<file path="src/rtl/dtree_eval_sched.sv">
// ---------------------------------------------------------------------------
// dtree_eval_sched
//
// Sequencer in front of an external, purely combinational decision-tree
// classifier. It gathers one feature vector from a serial valid/ready beat
// stream into a register bank and drives that bank onto the tree's input
// bus. The bus is held stable for SETTLE_CYC cycles, and then the tree's
// class output is captured and offered on a valid/ready result port.
// Only one sample is in flight at a time: loading and result holding never
// overlap.
//
// Ports
//   clk, rst_n      clock, asynchronous active-low reset
//   in_valid/ready  feature beat handshake; beat k carries feature index k
//   in_feat         feature value (FEAT_W bits)
//   in_last         marks the final beat of a sample
//   feat_bus        registered features to the tree, feature k at
//                   [k*FEAT_W +: FEAT_W]
//   tree_class      combinational class returned by the tree
//   out_valid/ready result handshake
//   out_class       captured class
//   err_frame       one-cycle pulse after a beat that breaks framing
//
// Optional build macro DTREE_EVAL_SCHED_STATS_EN adds two saturating 16-bit
// counters: cnt_samples (result handshakes) and cnt_errors (err_frame pulses).
// ---------------------------------------------------------------------------
module dtree_eval_sched #(
   parameter int NUM_FEAT   = 16,
   parameter int FEAT_W     = 8,
   parameter int CLASS_W    = 4,
   parameter int SETTLE_CYC = 2
) (
   input  logic                        clk,
   input  logic                        rst_n,
   input  logic                        in_valid,
   output logic                        in_ready,
   input  logic [FEAT_W-1:0]           in_feat,
   input  logic                        in_last,
   output logic [NUM_FEAT*FEAT_W-1:0]  feat_bus,
   input  logic [CLASS_W-1:0]          tree_class,
   output logic                        out_valid,
   input  logic                        out_ready,
   output logic [CLASS_W-1:0]          out_class,
   output logic                        err_frame
`ifdef DTREE_EVAL_SCHED_STATS_EN
   ,
   output logic [15:0]                 cnt_samples,
   output logic [15:0]                 cnt_errors
`endif
);

   localparam int IDX_W = $clog2(NUM_FEAT);
   // A one-cycle settle window still needs a 1-bit counter.
   localparam int CNT_W = (SETTLE_CYC > 1) ? $clog2(SETTLE_CYC) : 1;
   localparam logic [IDX_W-1:0] IDX_LAST = IDX_W'(NUM_FEAT - 1);
   localparam logic [CNT_W-1:0] CNT_LAST = CNT_W'(SETTLE_CYC - 1);

   typedef enum logic [1:0] {
      S_LOAD,
      S_DISCARD,
      S_SETTLE,
      S_HOLD
   } state_t;

   state_t                       state_q, state_d;
   logic [IDX_W-1:0]             idx_q, idx_d;
   logic [CNT_W-1:0]             cnt_q, cnt_d;
   logic [NUM_FEAT*FEAT_W-1:0]   feat_q, feat_d;
   logic                         out_valid_q, out_valid_d;
   logic [CLASS_W-1:0]           out_class_q, out_class_d;
   logic                         err_q, err_d;

   always_comb begin
      state_d     = state_q;
      idx_d       = idx_q;
      cnt_d       = cnt_q;
      feat_d      = feat_q;
      out_valid_d = out_valid_q;
      out_class_d = out_class_q;
      err_d       = 1'b0;
      in_ready    = 1'b0;

      case (state_q)
         S_LOAD: begin
            in_ready = 1'b1;
            if (in_valid) begin
               // Every accepted beat is written, even one that breaks
               // framing; stale slots are overwritten by the next frame.
               feat_d[int'(idx_q)*FEAT_W +: FEAT_W] = in_feat;
               if (idx_q == IDX_LAST) begin
                  idx_d = '0;
                  if (in_last) begin
                     state_d = S_SETTLE;
                     cnt_d   = '0;
                  end else begin
                     // Frame too long: drop the remainder up to in_last.
                     err_d   = 1'b1;
                     state_d = S_DISCARD;
                  end
               end else if (in_last) begin
                  // Frame too short: restart collection without a result.
                  err_d = 1'b1;
                  idx_d = '0;
               end else begin
                  idx_d = idx_q + IDX_W'(1);
               end
            end
         end

         S_DISCARD: begin
            in_ready = 1'b1;
            if (in_valid && in_last) begin
               state_d = S_LOAD;
            end
         end

         S_SETTLE: begin
            if (cnt_q == CNT_LAST) begin
               out_class_d = tree_class;
               out_valid_d = 1'b1;
               cnt_d       = '0;
               state_d     = S_HOLD;
            end else begin
               cnt_d = cnt_q + CNT_W'(1);
            end
         end

         S_HOLD: begin
            if (out_ready) begin
               out_valid_d = 1'b0;
               state_d     = S_LOAD;
            end
         end

         default: begin
            state_d = S_LOAD;
         end
      endcase
   end

   always_ff @(posedge clk or negedge rst_n) begin
      if (!rst_n) begin
         state_q     <= S_LOAD;
         idx_q       <= '0;
         cnt_q       <= '0;
         feat_q      <= '0;
         out_valid_q <= 1'b0;
         out_class_q <= '0;
         err_q       <= 1'b0;
      end else begin
         state_q     <= state_d;
         idx_q       <= idx_d;
         cnt_q       <= cnt_d;
         feat_q      <= feat_d;
         out_valid_q <= out_valid_d;
         out_class_q <= out_class_d;
         err_q       <= err_d;
      end
   end

   assign feat_bus  = feat_q;
   assign out_valid = out_valid_q;
   assign out_class = out_class_q;
   assign err_frame = err_q;

`ifdef DTREE_EVAL_SCHED_STATS_EN
   logic [15:0] cnt_samples_q, cnt_samples_d;
   logic [15:0] cnt_errors_q, cnt_errors_d;

   // Counters advance on the same edge that completes the handshake or
   // raises err_frame, and stick at all-ones.
   always_comb begin
      cnt_samples_d = cnt_samples_q;
      cnt_errors_d  = cnt_errors_q;
      if ((state_q == S_HOLD) && out_ready && (cnt_samples_q != 16'hFFFF)) begin
         cnt_samples_d = cnt_samples_q + 16'd1;
      end
      if (err_d && (cnt_errors_q != 16'hFFFF)) begin
         cnt_errors_d = cnt_errors_q + 16'd1;
      end
   end

   always_ff @(posedge clk or negedge rst_n) begin
      if (!rst_n) begin
         cnt_samples_q <= '0;
         cnt_errors_q  <= '0;
      end else begin
         cnt_samples_q <= cnt_samples_d;
         cnt_errors_q  <= cnt_errors_d;
      end
   end

   assign cnt_samples = cnt_samples_q;
   assign cnt_errors  = cnt_errors_q;
`endif

endmodule

</file>
<file path="config.mk">
export PLATFORM = sky130hd
export DESIGN_NAME = dtree_eval_sched
export DESIGN_NICKNAME = d
export VERILOG_FILES = /design/src/rtl/dtree_eval_sched.sv
export SDC_FILE = /design/constraint.sdc
export NUM_CORES = 1
export LEC_CHECK = 0
export ABC_AREA = 1
export BUFFER_PORTS_ARGS = -buffer_cell sky130_fd_sc_hd__buf_2
export CAP_MARGIN = 20
export CORE_UTILIZATION = 48
export CTS_CLUSTER_DIAMETER = 30
export DETAILED_ROUTE_END_ITERATION = 10
export PLACE_DENSITY = 0.86
export SYNTH_ARGS = -nofsm -noshare
export SYNTH_HDL_FRONTEND = slang
export SYNTH_SLANG_ARGS = --single-unit
</file>
<file path="constraint.sdc">
create_clock -name clk -period 2.2 [get_ports clk]
set_input_delay 0.22 -clock clk [delete_from_list [all_inputs] [get_ports clk]]
set_output_delay 0.22 -clock clk [all_outputs]
set_load 0.005 [all_outputs]
</file>
# Yosys cells after proc, flatten, opt, wreduce, memory -nomap -nowiden
# Index checks and enable logic that the tools add are counted.
# W data, S select, Z words.
# totals
ff_bits,141
inputBits,17
elab_cells,56
# classes
add_sub_neg,3
n_eq_ne,10
shift,2
mux,24
n_reduce_logical,10
# op_table
op,n
$bwmux W128,1
$shift A8 B33 Y128 const A,1
$shiftx A8 B33 Y128,1
$neg A7 Y33,1
$mux W1,12
$mux W2,6
$ne A2 B2 Y1 const B,6
$mux W4,2
$pmux W2 S4,1
$reduce_and A5 Y1,1
$add A4 B1 Y4 const B,1
$eq A2 B2 Y1 const B,2
$eq A4 B4 Y1 const B,1
$pmux W1 S2,2
$reduce_and A2 Y1,2
$reduce_and A4 Y1,1
$reduce_bool A2 Y1,2
$reduce_and A3 Y1,1
$eq A2 B1 Y1 const B,1
$logic_not A2 Y1,1
$reduce_or A2 Y1,1
$add A1 B1 Y1 const B,1
$logic_and A1 B1 Y1,1

# Depth between registers and ports, before layout
# Gate-level depths: netlist of run 1.
# logic_depth
depth_word,4
mapped_depth,11

# Worst setup path before layout of run 1
# Ideal clock, no wire load.
# synth_timing
path_type,register -> register
startpoint,reg idx_q[0]
endpoint,"reg feat_q[6], in the netlist feat_bus[6]"
setup_ns,0.126
t_arrival_ns,2.114
t_required_ns,2.074
slack_ns,-0.040
stages_incl_launch_ff,12
n_path_buf,3
period_less_slack_ns,2.240
cell_sequence,dfrtp_1 inv_2 buf_1 ha_1 buf_4 nor2_2 nand2_1 nor2_1 nand2_1 buf_2 nand2_1 o21ai_0
# synth_between
elab_chain_len,3
word_cells_on_any_way,4
classes_between,add/sub: 1; shift: 2; mux: 1
# synth_rtl
item,line_no,source
from (decl),66,"logic [IDX_W-1:0] idx_q, idx_d;"
from (signal assigned),152,idx_q <= idx_d;
$neg A7 Y33 (*),89,feat_d[int'(idx_q)*FEAT_W +: FEAT_W] = in_feat;
$shiftx A8 B33 Y128 / $shift A8 B33 Y128 (equally long branches),89,
$bwmux W128 (*),89,
to (signal assigned),154,feat_q <= feat_d;
to (decl),68,"logic [NUM_FEAT*FEAT_W-1:0] feat_q, feat_d;"
# Mark *: on every way between the ends. The rest lies on a longest branch, timed or not.
# A chain may end at the register's enable or synchronous reset.

# Worst setup path after layout of run 1
# layout_timing
startpoint,reg idx_q[1]
endpoint,"reg feat_q[94], in the netlist feat_bus[94]"
# Same word-level chain as after synthesis.

==> results of run 1 <==
[final timing paths]
check | cells after the start | slack, ns | end | startpoint
min in group asynchronous | 2 | 0.30 | feat_bus[66] | rst_n
min reg2reg | 2 | 0.47 | feat_bus[23] | feat_bus[23]
max | 8 | 0.14 | feat_bus[94] | idx_q[1]
max reg2reg | 8 | 0.14 | feat_bus[94] | idx_q[1]
max in group asynchronous | 3 | 1.24 | feat_bus[29] | rst_n
min | 2 | 0.02 | out_class[3] | tree_class[3]
[flip-flops by register name, indices dropped and copies added (netlist names)]
| signal | flops |
|---|---|
| out_valid | 1 |
| err_frame | 1 |
| idx_q | 4 |
| cnt_q | 1 |
| out_class | 4 |
| feat_bus | 128 |
| state_q | 2 |
[cell families after synthesis]
| logic type | share of synthesized area, % |
|---|---|
| and+or+nand+nor | 25.4 |
| buffers and inverters | 5.62 |
| muxes | 0.739 |
| AOI/OAI and AO/OA | 8.85 |
| DFF | 57.9 |
| adders and majority gates | 1.03 |
| xor gates and xnor gates | 0.452 |
[synthesized netlist by cell type, types with 4 or more instances]
library cell,instances
buf_4,10
nand4_1,33
dfrtp_1,141
nor2_2,4
nand3_1,29
inv_1,34
nand2_1,204
nand2_2,7
o21ai_1,42
nor3_1,17
mux2_2,4
o21ai_0,40
nand3_2,5
buf_6,4
ha_1,5
nor2_1,24
o21ai_2,11
buf_2,13
[worst max-delay path, cell delays in order, from the launching register on]
cell and delay (ns):
dfrtp_1 0.44, nor3_2 0.29, ha_1 0.32, inv_1 0.08, nand3_2 0.13, inv_1 0.22, nand2_2 0.26, nand2_1 0.11
o21ai_1 0.07
[repair_timing]
action / CTS / global route
gates resized for setup: 0 / 12
hold buffers: 1 / 0
setup endpoints to repair: 0 / 79
buffers inserted: 0 / 0
hold endpoints to repair: 52 / 0
[per-layer routing]
metal | vias to the layer above | global-route usage, %
met1 | 2464 | 34.7
met5 | - | 0
li1 | 2507 | -
met3 | 45 | 6.41
met2 | 261 | 40.4
met4 | 0 | 12.1
[power groups by stage]
stage | Sequential (W) | Combinational, W | Clock [W]
floorplan | 0.00320 | 0.00186 | 0
global placement | 0.00320 | 0.00277 | 0
detailed placement | 0.00321 | 0.00285 | 0
CTS | 0.00317 | 0.00288 | 0.00303
global route | 0.00322 | 0.00325 | 0.00314
finish | 0.00318 | 0.00296 | 0.00301
[through the flow]
| step | worst slack, ns | util, % | instance area [um2] | power (W) |
|---|---|---|---|---|
| final | 0.136 | 63.6 | 7770 | 0.00915 |
| after global routing | -0.0619 | 63.6 | 7770 | 0.00961 |
| after CTS | 0.0388 | 63.2 | 7720 | 0.00908 |
| after floorplan | 0.0718 | - | 6100 | 0.00506 |
| after global placement | 0.154 | 58.1 | 7090 | 0.00597 |
| after detailed placement | 0.0729 | 58.1 | 7090 | 0.00606 |
[layout make-up]
type	instances	share of cell area (%)
clock inverters	15	2.53
repair buffers	180	12.8
multi-input cells	444	29.2
clock buffers	17	5.47
flip-flops and latches	141	45.4
diodes	1	0.0322
inverters	38	1.84
well taps	168	2.70
==> results.md, run 1 <==
* Status: completed
* Synth top area cells: dfrtp_1 58%, nand2_1 13%, o21ai_1 3.4%, nand4_1 3.4%, o21ai_0 3.3%
* Most frequent cells in the layout: 201 x nand2_1, 150 x buf_2, 141 x dfrtp_1, 42 x o21ai_1, 40 x o21ai_0
* Critical Path RT at 2.50 ns
* Critical path fanouts, max at 16
* Yosys warns at 0
* Final Hold Viols at 0
* Synth Register Bits at 141
* Post-DR wirelength/cell at ~16 um
* Clock period minus final worst setup slack at 2.06 ns
* Crit share post-route at 93.8%
* Max-cap viol count at 0
* Pwr/cell area at 1180 mW/mm2
* Site Rows at 40
* Share of layout cells above drive strength 1 at 31.5%
* Hold Crit Class: in -> reg
* Layout Skew at ~0.0096 ns
* Fillers at a little over 1000
* Number of enable flip-flop cells after synthesis at 0
* Top cell type's share of synthesized area at between 50 and 60%
* Root Driver: clkbuf_16
* Dpl cells at 970
* Sw power at 0.00334 W
* WHS at 0.0183 ns
* Largest net degree at the start of global routing at 57
* Cts bufs inserted at 17
* Mapped Avg Cell Area at 9.32 um2
* Vias at 5277
* Initial antenna violation count at 1
* # IOs at between 150 and 200
* RSZ-0062 raised after global routing: yes
* Setup total negative slack at 0 ns
* Slew Limit Fails at 0
* VDD IR max at between 600 and 700 uV
* Asr flop ratio synth at 100%
* Port Buffer Count at 151
* Residual DRC at 0
* Highest Signal Layer: met4
* Non-Filler Instances at approximately 1000
* Switching share of power at a little over a third
* Internal power at just under 0.006 W
* Initial core utilization at 49.9%
* Met1 WL at 6.73 mm
* Slew headroom at 65.5%
* Seq/Total Area, Yosys at 57.9%
* Clock power frac at 32.9%
* Chip Height at 115 um
* Wire length on met2 at between 7 and 8 mm
* Worst-Margin Slew at around 0.52 ns
* CP startpoint kind: flop
* Drt first pass iters at 5
* Die X at around 110 um
* Synth Cell Area at slightly above 0.006 mm2
* Synth Flop Type: dfrtp_1
* Layout area overhead at 27.5%
* First-pass GRT wire length at 25.5 mm
* Combinational share of power at 32.3%
* Synth area leader: dfrtp_1
* DP HPWL at 11.2 mm
* H-tree Lvls at 4
* Register share of total power at between 30% and 40%
* FF+latch area at 0.00353 mm2
* Yosys cell types at 33
* Global route overflow at 0
* Clk sinks at 141
* DRT antenna net count at 0
* P_leak at 4.27 nW
* Multi-input logic area at 0.00227 mm2
* CORE AREA at 0.0122 mm2
* Total track usage at a little over a quarter
* TritonCTS clock tree: done
* Clk_lat worst skew at 0.43 ns
* RD Place Congestion at 0.886
* Arr. time, crit path at 2.37 ns
* Vias in the first global route at 4979
* Setup CP Type: reg -> reg
* Met3 Routed Length at 1.15 mm
* Number of nets in the layout at 844
* FMAX at 484 MHz
* Commonest non-fill, non-tap cell in the layout: nand2_1
* Iteration-0 DRC Markers at 610
* Clock tree buffer depth at 2
* Reg clk slew, reported paths at about 0.060 ns
* Final setup viols at 0
* Syn nets at 676
* Vias/cell at 5.26
* Worst Setup End Kind: flop
* Mapped Cells at 654
* Total routed wirelength at ~16 mm
* Total die area at between 0.01 and 0.015 mm2
No activity file was read; power rests on OpenSTA's default activity.
==> inputs of run 2 (changes only) <==
CORE_ASPECT_RATIO = 1.75   (was not set)
SETUP_SLACK_MARGIN = 0.3   (was not set)
==> run 2 against run 1 <==
  * The run now ends with DRC left
  * Routed wire length rose by 11%
  * Clock skew rose by 0.0032 ns
  * Global-route usage rose by 0.72 points
  * Sequential share of layout area fell by 1.1 points
  * Critical path depth rose by 1
  * Highest routed layer unchanged
  * Register-to-register slack improved by 0.16 ns
  * Core utilization rose by 0.49 points
  * Clock-buffer cell count rose by 4
  * Combinational power rose by 16%
  * Sequential cell count did not move
  * Hold slack improved by 0.0058 ns
==> results.md, run 2 (synthesis gave the netlist of run 1 again) <==
* Reg2reg start: idx_q[1]
* Most frequent cells in the layout: 199 x nand2_1, 150 x buf_2, 138 x dfrtp_1, 46 x o21ai_1, 36 x o21ai_0
* Port Buffer Count at roughly 150
* Capture point of the worst reg-to-reg path: feat_bus[119]
* Critical Path RT at 2.48 ns
* Arr. time, crit path at 2.18 ns
* CORE AREA at 0.0124 mm2
* Critical Path Sink: feat_bus[119]
* Worst-Margin Slew at 0.543 ns
* Final setup viols at 0
* FMAX at 524 MHz
* Vias at 5588
* Chip Height at 151 um
* Register share of total power at about 35%
* Combinational share of power at about 37%
* TritonCTS clock tree: done
* Critical Path Stages at 9
* Residual DRC at 1
* Clk_lat worst skew at 0.43 ns
* Final Hold Viols at 0
* DP HPWL at between 10 and 15 mm
* CP max stage delay at 0.45 ns
* RD Place Congestion at 0.917
* Initial antenna violation count at 0
* Number of nets in the layout at ~860
* Worst Setup End Kind: flop
* Layout Skew at 0.0129 ns
* Share of layout cells above drive strength 1 at 34.0%
* Total routed wirelength at 17.8 mm
* Critical path fanouts, max at 8
* Family with the most delay on the worst path: simple AND/OR/NAND/NOR gates
* Max reg flops at 128
* Global route overflow at 0
* CP startpoint kind: flop
* Vias/cell at approximately 5.5
* Switching share of power at 38.6%
* Slew Limit Fails at 0
* Clock period minus final worst setup slack at 1.91 ns
* Reg clk slew, reported paths at 0.06 ns
* First-pass GRT wire length at between 20 and 30 mm
* Status: finished with violations
* Worst Setup SP: idx_q[1]
* CP max-delay cell: dfrtp_2
* H-tree Lvls at 4
* Crit path buf inv count at 2
* Clock power frac at 28.3%
* Site Rows at 54
* Clock tree buffer depth at 2
* Iteration-0 DRC Markers at 463
* # diodes at 0
* Sw power at 0.00358 W
* # IOs at ~150
* Reg2Reg Depth at 9
* RSZ-0062 raised after global routing: yes
* Crit share post-route at 86.7%
* Setup CP Type: reg -> reg
* Crit-path cells: nor3_4 > ha_4 > inv_2 > nand3_4 > buf_6 > nor2_4 > nand2_4 > nand2_1 > o21ai_0
* Hold Crit Class: in -> reg
* Die X at just under 90 um
* Post-DR wirelength/cell at 17.4 um
* Internal power at ~0.0057 W
* Clk sinks at 141
* DRT antenna net count at 0
* Setup total negative slack at 0 ns
* Total track usage at a little over a quarter
* Total die area at 0.0132 mm2
* Slew headroom at 63.8%
* Pwr/cell area at 1160 mW/mm2
* Max-cap viol count at 0
* Vias in the first global route at 5310
* Cts bufs inserted at 17
* P_leak at ~4.3 nW
* Root Driver: clkbuf_16
* Layout area overhead at 30.8%
* Final Power at 0.00927 W
* Commonest non-fill, non-tap cell in the layout: nand2_1
* VDD IR max at 829 uV
* Setup slack, reg-to-reg at 0.29 ns
* Initial core utilization at 49.0%
* Largest net degree at the start of global routing at 55
* Failing checks: DRC
* Drt first pass iters at 11
-- run 2: routing by layer --
metal  share of wire [%]  track usage, %  up-vias
met5                   0               0        -
met4                 5.4            17.8        0
met3                 5.8            5.45       77
met2                  54            46.4      275
met1                  35            29.3     2697
li1                    -               -     2539
-- run 2: power groups by stage --
| stage | logic (W) | clock network (W) | registers (W) |
|---|---|---|---|
| after floorplan | 0.00195 | 0 | 0.00321 |
| after CTS | 0.00303 | 0.00265 | 0.00319 |
| after detailed placement | 0.00284 | 0 | 0.00323 |
| after global routing | 0.00372 | 0.00274 | 0.00324 |
| final | 0.00344 | 0.00262 | 0.00321 |
| after global placement | 0.00278 | 0 | 0.00322 |
-- run 2: worst reg2reg max path, delay by kind of cell, from the launching register on --
kind / cells / cell delay, ns
flops: 1 / 0.45
buf+inv: 2 / 0.21
simple gates: 5 / 0.76
compound gates: 1 / 0.10
fa+ha+maj: 1 / 0.25
-- run 2: worst min path at each step --
stage / from / endpoint / slack (ns) / cells past startpoint
floorplan: rst_n / cnt_q / -0.08 / 0
global placement: rst_n / feat_bus[19] / 0.21 / 1
detailed placement: rst_n / feat_bus[19] / 0.21 / 1
CTS: tree_class[1] / out_class[1] / 0.01 / 2
global route: tree_class[1] / out_class[1] / 0.02 / 2
finish: tree_class[1] / out_class[1] / 0.02 / 2
-- run 2: metrics by stage --
step | utilization [%] | hold WS (ns) | area [um2] | instances | setup WS, ns
6_report | 64.1 | 0.0241 | 7970 | 1018 | 0.293
5_1_grt | 64.1 | 0.0188 | 7970 | 1018 | 0.209
4_1_cts | 62.0 | 0.0137 | 7710 | 1005 | 0.270
3_5_place_dp | 57.1 | 0.214 | 7090 | 967 | 0.0997
3_3_place_gp | 57.1 | 0.213 | 7090 | 967 | 0.186
2_1_floorplan | - | -0.0756 | 6140 | 654 | 0.311
-- run 2: what timing repair did --
item	CTS	global route
pin swaps	3	6
resized for setup	11	38
buffers inserted	5	10
gates cloned	0	3
hold buffers	1	0
setup endpoints to repair	117	125
endpoints found under the hold margin	50	0
-- run 2: area by class of cell --
class / count / area (um2)
clock buffers: 21 / 440
multi-input cells: 447 / 2410
repair buffers: 192 / 1120
inverters: 38 / 163
fillers: 1017 / 4460
flip-flops and latches: 141 / 3530
clock inverters: 11 / 96.3
well taps: 168 / 210
==> inputs of run 3 (changes only) <==
ABC_CLOCK_PERIOD_IN_PS = 2200   (was not set)
BUFFER_PORTS_ARGS = not set   (was -buffer_cell sky130_fd_sc_hd__buf_2)
CORE_UTILIZATION = 59   (was 48)
CTS_BUF_LIST = sky130_fd_sc_hd__clkbuf_8   (was not set)
DONT_BUFFER_PORTS = 1   (was not set)
PLACE_DENSITY = 0.88   (was 0.86)
==> run 3 against run 2 <==
  * The run ends with hold timing left
  * Combinational power is 2% higher
  * Setup slack worse by 0.11 ns
  * Non-clock buffer count fell by 135
  * Die area decreased by 18%
  * Largest cell class unchanged
  * Largest power group unchanged
  * Highest routed layer unchanged
==> results.md, run 3 (synthesis gave the netlist of run 1 again) <==
* Port Buffer Count at 0
* Drt first pass iters at 6
* CP max stage delay at ~0.47 ns
* Worst Setup End Kind: flop
* Final instance area at 0.00730 mm2
* CORE AREA at 0.00997 mm2
* Crit-path cells: nor3_4 > ha_4 > inv_2 > nand3_4 > buf_6 > nor2_4 > buf_12 > nand2_8 > nand2_1 > o21ai_0
* Slew headroom at about 73%
* Post-DR wirelength/cell at 21.2 um
* # diodes at 0
* Worst Setup SP: idx_q[0]
* Commonest non-fill, non-tap cell in the layout: nand2_1
* Slew Limit Fails at 0
* RSZ-0062 raised after global routing: yes
* Cts bufs inserted at 17
* Final Hold Viols at ~140
* First-pass GRT wire length at 25.8 mm
* Fin util at 73.3%
* H-tree Lvls at 4
* CP startpoint kind: flop
* Layout Skew at 0.0111 ns
* Final setup viols at 0
* Residual DRC at 0
* # IOs at 152
* Reg2reg start: idx_q[0]
* CP max-delay cell: dfrtp_2
* DRT antenna net count at 0
* Vias/cell at 6.22
* Root Driver: clkbuf_8
* Pwr/cell area at 1230 mW/mm2
* Setup slack, reg-to-reg at approximately 0.19 ns
* WHS at -0.528 ns
* Crit path buf inv count at 3
* Die X at 78.8 um
* TritonCTS clock tree: done
* Clock tree buffer depth at 2
* Most frequent cells in the layout: 197 x nand2_1, 139 x dfrtp_1, 53 x o21ai_1, 33 x nand4_1, 32 x buf_4
* Initial antenna violation count at 0
* Crit share post-route at between 90% and 100%
* VDD IR max at 781 uV
* Family with the most delay on the worst path: simple AND/OR/NAND/NOR gates
* Clock period minus final worst setup slack at 2.01 ns
* Cts hold-fix bufs at 14
* Arr. time, crit path at 2.31 ns
* RD Place Congestion at roughly 0.93
* Worst-Margin Slew at between 0.4 and 0.5 ns
* FMAX at 497 MHz
* Setup CP Type: reg -> reg
* Hold Crit Class: in -> async
* Max reg flops at approximately 130
* Largest net degree at the start of global routing at 142
* DP HPWL at 11.1 mm
* Layout area overhead at 19.8%
* Iteration-0 DRC Markers at 467
* Max-cap viol count at 0
* Status: finished with violations
* Total die area at 0.0108 mm2
* Clk_lat worst skew at 0.44 ns
* Placed cell area at a little over 0.006 mm2
* Critical path fanouts, max at 8
* Reg clk slew, reported paths at 0.08 ns
* Vias in the first global route at 4927
* Critical Path RT at approximately 2.5 ns
* Number of nets in the layout at 724
* Global route overflow at 0
* Total track usage at 32.3%
* Failing checks: hold timing
* Chip Height at 136 um
* Total routed wirelength at around 18 mm
* Vias at 5228
* Clk sinks at 141
* P_leak at between 3 and 4 nW
* Share of layout cells above drive strength 1 at 20.1%
* Initial core utilization at 61.1%
* Site Rows at 48
run 3: cell types whose count changed in the layout (fill, tap and decap cells not counted), sizes merged:
cell         previous run  this run
dlygate4sd3             1        14
buf                   191        43
clkinvlp                4         1
clkinv                  9         8
clkbuf                 21        17
bufinv                  1         4
inv                    35        40
run 3: repair_timing:
item	CTS	global route
endpoints found under the hold margin	155	141
pin swaps	6	8
gates cloned	3	0
resized for setup	24	44
setup endpoints to repair	112	116
buffers inserted	13	12
run 3: where the power goes:
part,total [W],leakage [nW],internal (W),switching [W]
registers,0.00329,1.94,0.00294,0.000351
clock network,0.00222,0.227,0.00123,0.000988
logic,0.00351,1.41,0.00122,0.00229
run 3: path summary, 6_finish.rpt:
check,end,cells after the start
setup reg to reg,feat_bus[113],10
min in group clk,idx_q[2],3
max in group asynchronous,feat_bus[53],0
hold / removal,feat_bus[110],0
hold reg to reg,feat_bus[16],2
setup / recovery,feat_bus[113],10
run 3: cell type report:
| type | instances | area, um2 |
|---|---|---|
| clock buffers | 17 | 234 |
| clock inverters | 15 | 195 |
| fillers | 636 | 2670 |
| inverters | 38 | 153 |
| multi-input cells | 447 | 2470 |
| flip-flops and latches | 141 | 3530 |
| well taps | 125 | 156 |
| repair buffers | 57 | 564 |
run 3: metal layers:
metal  part of all wire [%]  global-route usage (%)  vias to the layer above
li1                       -                       -                     2264
met1                     32                    34.4                     2505
met2                     53                    56.7                      366
met3                    9.0                    9.87                       93
met4                    6.0                    17.3                        0
met5                      0                       0                        -
run 3: metrics by stage:
stage / instances / hold slack, ns / setup TNS, ns / worst slack, ns / total power [W]
5_1_grt: 840 / -0.553 / 0 / 0.139 / 0.00940
2_1_floorplan: 654 / -0.0756 / 0 / 0.311 / 0.00515
4_1_cts: 828 / -0.544 / 0 / 0.304 / 0.00838
6_report: 840 / -0.528 / 0 / 0.187 / 0.00902
3_5_place_dp: 766 / -0.0719 / -0.0120 / -0.0120 / 0.00582
3_3_place_gp: 766 / -0.0724 / 0 / 0.129 / 0.00565
